==> config.mk <==
export PLATFORM = sky130hd
export DESIGN_NAME = exe_mem_pipe_reg
export DESIGN_NICKNAME = d
export VERILOG_FILES = /design/src/rtl/exe_mem_pipe_reg.sv
export SDC_FILE = /design/constraint.sdc
export NUM_CORES = 1
export LEC_CHECK = 0
export CAP_MARGIN = 40
export CORE_ASPECT_RATIO = 0.75
export CORE_UTILIZATION = 40
export DETAILED_ROUTE_END_ITERATION = 12
export GPL_ROUTABILITY_DRIVEN = 0
export PLACE_DENSITY = 0.77
export SKIP_CTS_REPAIR_TIMING = 1
export SYNTH_ARGS = -nofsm -noshare
export SYNTH_HDL_FRONTEND = slang
export SYNTH_SLANG_ARGS = --single-unit
export TNS_END_PERCENT = 5
==> constraint.sdc <==
create_clock -name clk -period 4.32 [get_ports clk]
set_clock_uncertainty 0.05 [all_clocks]
set_input_delay 0.432 -clock clk [delete_from_list [all_inputs] [get_ports clk]]
set_output_delay 0.432 -clock clk [all_outputs]
set_load 0.02 [all_outputs]
==> src/rtl/exe_mem_pipe_reg.sv <==
// EXE->MEM pipeline register with stall/flush, valid-gated side effects,
// registered branch-taken flag and saturating bubble/stall counters.
module exe_mem_pipe_reg #(
  parameter int DATA_W = 32,
  parameter int PC_W   = 32,
  parameter int RA_W   = 5,
  parameter int TAG_W  = 4,
  parameter int CNT_W  = 16
) (
  input  logic              clk,
  input  logic              rst_n,
  input  logic              stall,
  input  logic              flush,
  input  logic              perf_clr,
  input  logic              e_valid,
  input  logic              ewreg,
  input  logic              em2reg,
  input  logic              ewmem,
  input  logic              ebranch,
  input  logic              ezero,
  input  logic [DATA_W-1:0] ealuout,
  input  logic [DATA_W-1:0] edata_b,
  input  logic [RA_W-1:0]   erdrt,
  input  logic [PC_W-1:0]   epc,
  input  logic [TAG_W-1:0]  e_ins_type,
  input  logic [TAG_W-1:0]  e_ins_number,
  output logic              m_valid,
  output logic              mwreg,
  output logic              mm2reg,
  output logic              mwmem,
  output logic              mbranch,
  output logic              mzero,
  output logic [DATA_W-1:0] maluout,
  output logic [DATA_W-1:0] mdata_b,
  output logic [RA_W-1:0]   mrdrt,
  output logic [PC_W-1:0]   mpc,
  output logic [TAG_W-1:0]  m_ins_type,
  output logic [TAG_W-1:0]  m_ins_number,
  output logic              m_taken,
  output logic [CNT_W-1:0]  bubble_cnt,
  output logic [CNT_W-1:0]  stall_cnt
);

  // Valid semantics: e_valid marks a real instruction in EXE; it is captured
  // into m_valid on a load and gates every control that writes state or
  // redirects the PC, so an invalid slot is inert downstream.
  logic bubble_ev;
  logic stall_ev;

  assign bubble_ev = flush | (~stall & ~e_valid);
  assign stall_ev  = stall & ~flush;

  always_ff @(posedge clk) begin
    if (!rst_n) begin
      m_valid      <= 1'b0;
      mwreg        <= 1'b0;
      mm2reg       <= 1'b0;
      mwmem        <= 1'b0;
      mbranch      <= 1'b0;
      mzero        <= 1'b0;
      m_taken      <= 1'b0;
      maluout      <= '0;
      mdata_b      <= '0;
      mrdrt        <= '0;
      mpc          <= '0;
      m_ins_type   <= '0;
      m_ins_number <= '0;
    end else if (flush) begin
      // Bubble: kill controls and tag it as NOP; data fields simply hold.
      m_valid    <= 1'b0;
      mwreg      <= 1'b0;
      mm2reg     <= 1'b0;
      mwmem      <= 1'b0;
      mbranch    <= 1'b0;
      mzero      <= 1'b0;
      m_taken    <= 1'b0;
      m_ins_type <= '0;
    end else if (!stall) begin
      m_valid      <= e_valid;
      mwreg        <= ewreg & e_valid;
      mm2reg       <= em2reg & e_valid;
      mwmem        <= ewmem & e_valid;
      mbranch      <= ebranch & e_valid;
      mzero        <= ezero;
      m_taken      <= ebranch & ezero & e_valid;
      maluout      <= ealuout;
      mdata_b      <= edata_b;
      mrdrt        <= erdrt;
      mpc          <= epc;
      m_ins_type   <= e_ins_type;
      m_ins_number <= e_ins_number;
    end
  end

  // Counters stick at all-ones; perf_clr beats a same-cycle increment.
  always_ff @(posedge clk) begin
    if (!rst_n || perf_clr) begin
      bubble_cnt <= '0;
      stall_cnt  <= '0;
    end else begin
      if (bubble_ev && (bubble_cnt != {CNT_W{1'b1}}))
        bubble_cnt <= bubble_cnt + 1'b1;
      if (stall_ev && (stall_cnt != {CNT_W{1'b1}}))
        stall_cnt <= stall_cnt + 1'b1;
    end
  end

endmodule

## Word-level counts from Yosys, hierarchy flattened

Index checks and enable logic that the tools add are counted.
W data, S select, Z words.

- Register bits after elaboration: 148
- Input bits: 120
- Output and inout port bits: 148
- Word-level logic and storage cells: 38

- $add $sub $neg: 2
- Equal/unequal tests: 2
- Bitwise gates (word level): 13
- Reductions and logical operators: 6

Operators by type and width:

| operator | number |
|---|---|
| $add A16 B1 Y16 const B | 2 |
| $ne A16 B16 Y1 const B | 2 |
| $and A1 B1 Y1 | 8 |
| $not A1 Y1 | 4 |
| $logic_and A1 B1 Y1 | 2 |
| $reduce_and A2 Y1 | 1 |
| $reduce_or A2 Y1 | 1 |
| $logic_not A1 Y1 | 1 |
| $logic_or A1 B1 Y1 | 1 |
| $or A1 B1 Y1 | 1 |

## Depth between registers and ports, before layout

- Depth in word-level cells: 4
- Mapped depth: 7
- Mapped depth without buffers: 5

## Worst setup path after synthesis

OpenSTA, ideal clock, no wires.

- Path type: reg2reg
- Start point: register stall_cnt[0]
- End point: register stall_cnt[6]
- Library setup time: 0.070 ns
- Arrival time: 1.795 ns
- Required time: 4.200 ns
- Setup slack: 2.406 ns
- Cell stages (with the launch flop): 7
- Buffers on the path: 1
- Clock period less this slack: 1.914 ns
- Cell sequence: dfxtp_1 > ha_1 > and3b_1 > buf_2 > nand2_1 > or4_2 > a21oi_1

- Word-level cells in the longest chain between the ends: 2
- Elaborated cells on any way between the ends: 3
- Classes of those cells: 1 x add/sub; 1 x eq/ne; 1 x reduce/logical

Ends and longest elaborated chain:

| element | line | source |
|---|---|---|
| start, declared | 41 | `output logic [CNT_W-1:0] stall_cnt` |
| start signal, assigned | 104 | `stall_cnt <= stall_cnt + 1'b1;` |
| branches (longest 2 deep; another with $add A16 B1 Y16) | n/a |  |

Several ways; the timed one is not identified.
A chain may end at the register's enable or synchronous reset.

## Final worst setup path

- Start point: input stall
- End point: register stall_cnt[6]

- Word-level cells in the longest chain between the ends: 2

Ends and longest elaborated chain:

| element | line | source |
|---|---|---|
| start, declared | 12 | `input logic stall,` |
| $and A1 B1 Y1 | 51 | `assign stall_ev = stall & ~flush;` |
| $logic_and A1 B1 Y1 | 103 | `if (stall_ev && (stall_cnt != {CNT_W{1'b1}}))` |

No other way between the ends.

==> results.yml <==
setup_path:
  rr_startpoint: "stall_cnt[0]"
  arrival_ns: 2.39
  cp_slowest_cell: "or4_2"
  path_cells: "clkdlybuf4s50_1 > buf_8 > and3b_1 > nand2_1 > or4_2 > a21oi_1"
  cp-end-kind: "flop"
  critPathLaunchType: "input port"
  r2r_slack_ns: 2.28
  crit_buf_inv: 2
  critPathKind: "input port to flop"
  ff2ff_path_depth: 6
  cpPeakStageDelay_ns: 0.63
  worstPathMaxFanout: 20
  worstReg2RegEnd: "stall_cnt[3]"
  critical-path-top-delay-family: "simple AND/OR/NAND/NOR gates"
  crit_required_ns: 4.61
pwr:
  p_leak_uw: 0.00327
  total_power_uw: 3260
  p_per_area_nw_per_um2: 348
  peakVddDrop_uv: 239
global_routing:
  grtUsageTotal: 0.219
  grt_antenna_before_repair: 0
  gr-total-overflow: 0
  grt_pass1_vias: 5117
  grt_pass1_wl_um: 26300
  grt_max_degree: 64
sta:
  period_share: 0.486
  setup_viol: 0
  tightest_slew_ns: 0.777
  tns_ns: 0
  finalCriticalPeriod_ns: 2.10
  max_freq_ghz: 0.477
  rsz0062_at_grt: "false"
  report.final.slew_viol_count: 0
  max_slew_margin: 0.481
  finalHoldViolations: 0
cts:
  clk_latency_ns: 0.41
  cts_max_level: 4
  path_clk_slew_ns: 0.06
  cts_max_path_buffers: 2
  cts_buffers: 17
  cts.sinks: 148
  cts_tree: "done"
  clock_tree.root_cell: "clkbuf_16"
placed_design:
  io_buffers: 267
  hpwlAfterDp_um: 11800
logic_synthesis:
  ys_ff_latch: 148
  syn_avg_cell_area_sq_um: 8.45
  synth_area_leaders: "dfxtp_1 (50%), nand2_1 (15%), a21boi_0 (13%)"
  synth_edf_count: 0
  synth_nets: 827
  synth_top_area_share: 0.497
  synthFlopType: "dfxtp_1"
  yosysWarnings: 0
  synth_cells: 705
  yosysMostFrequentCell: "nand2_1"
  syn_area_sq_um: 5960
  synthArstFlopShare: 0
  yosysTopAreaCell: "dfxtp_1"
  synth_cell_types: 45
  ys_seq_area_frac: 0.497
  yosys-top-cells-count: "nand2_1 (240), dfxtp_1 (148), a21boi_0 (106), clkbuf_1 (33), a21oi_1 (21)"
layout:
  drive_gt1_frac: 0.0569
  layout.nets: 1076
  utilization: 0.647
  antennaDiodeCount: 0
  synthToLayoutAreaGrowth_pct: 57.3
  n_fill_cell: 1241
routing:
  postRouteWirelength_um: 16900
  firstDrtPassIters: 4
  routedWlPerCell_um: 14.4
  detail-route-antenna-nets: 0
  route.vias.total: 5632
  via_per_inst: 4.83
  drt_iter0_markers: 252
  drc_errors: 0
run_status:
  status: "finished, final reports clean"
die:
  rows: 38
  core_area_sq_um: 14500
  die_area_sq_um: 15400
  ios: 268
  die_height_um: 108
  start_util: 0.411
  die_w_um: 143
min_path:
  hp-class: "flop to flop"
  worstHoldEndpoint: "maluout[14]"
  worstHoldPathCells: 2
  min_from: "maluout[14]"
flow_run:
  drv_cap: 0
-- metal layers --
layer  wire length [um]  track usage  vias to the layer above
li1                   -            -                     2907
met1               7520        0.272                     2556
met2               7810        0.350                      152
met3               1280       0.0867                       17
met4                235       0.0622                        0
met5                  0            0                        -
-- cells in the final DEF, fill, tap and decap left out, types with 10 or more instances in the layout --
master           count
or4_1               10
clkbuf_16           17
dfxtp_1            148
a21boi_0           106
clkdlybuf4s50_1    266
mux2i_1             10
o21ai_0             11
nor2_1              15
a21oi_1             21
nand2_1            240
-- stage by stage --
step	cell area [sq um]	std cells	hold WS (ns)	setup WS, ns
2_1_floorplan	5960	705	0.489	2.41
3_3_place_gp	8740	1130	0.402	1.37
3_5_place_dp	8810	1135	0.405	1.81
4_1_cts	9380	1167	0.414	2.18
5_1_grt	9380	1167	0.427	2.01
6_report	9380	1167	0.410	2.22
-- tightest hold or removal path: cells and delay by family (launching register included) --
family             cells  cell delay (ns)
AOI/OAI and AO/OA      1             0.06
DFF                    1             0.31
and+or+nand+nor        1             0.04
-- logic make-up (layout without fill, tap and decap cells) --
kind of cell | Yosys count | count (layout) | synth area share
compound gates | 169 | 169 | 0.203
fa+ha+maj | 2 | 2 | 0.00420
buf+inv | 52 | 314 | 0.0386
flops | 148 | 148 | 0.497
mux | 10 | 10 | 0.0168
simple gates | 324 | 324 | 0.240
-- sequential cells by signal, summed over array words and instances (netlist names), 4 cells and up --
name / count
stall_cnt: 16
m_ins_number: 4
maluout: 32
bubble_cnt: 16
mpc: 32
m_ins_type: 4
mrdrt: 5
mdata_b: 32
-- worst max-delay path by stage --
stage / start / to / slack [ns] / cells past startpoint
after floorplan: stall_cnt[0] / stall_cnt[6] / 2.41 / 6
final: stall / stall_cnt[6] / 2.22 / 6
after CTS: stall / mpc[26] / 2.18 / 6
after detailed placement: stall / mrdrt[0] / 1.81 / 6
after global placement: stall / maluout[10] / 1.37 / 5
after global routing: stall_cnt[0] / stall_cnt[3] / 2.01 / 6
-- where the power goes --
| group | leakage [uW] | internal, uW | switching [uW] | total, uW |
|---|---|---|---|---|
| clock | 0.000277 | 786 | 622 | 1410 |
| combinational | 0.00179 | 226 | 189 | 415 |
| sequential | 0.00121 | 1410 | 24.6 | 1440 |
| total | 0.00327 | 2430 | 835 | 3260 |
-- cell type report --
class,instances,area (sq um),area share
well taps,200,250,0.0267
clock inverters,13,115,0.0123
multi-input cells,505,2780,0.296
inverters,4,15.0,0.00160
clock buffers,19,453,0.0483
repair buffers,278,2800,0.299
flip-flops and latches,148,2960,0.316
(Power assumes the default switching activity.)
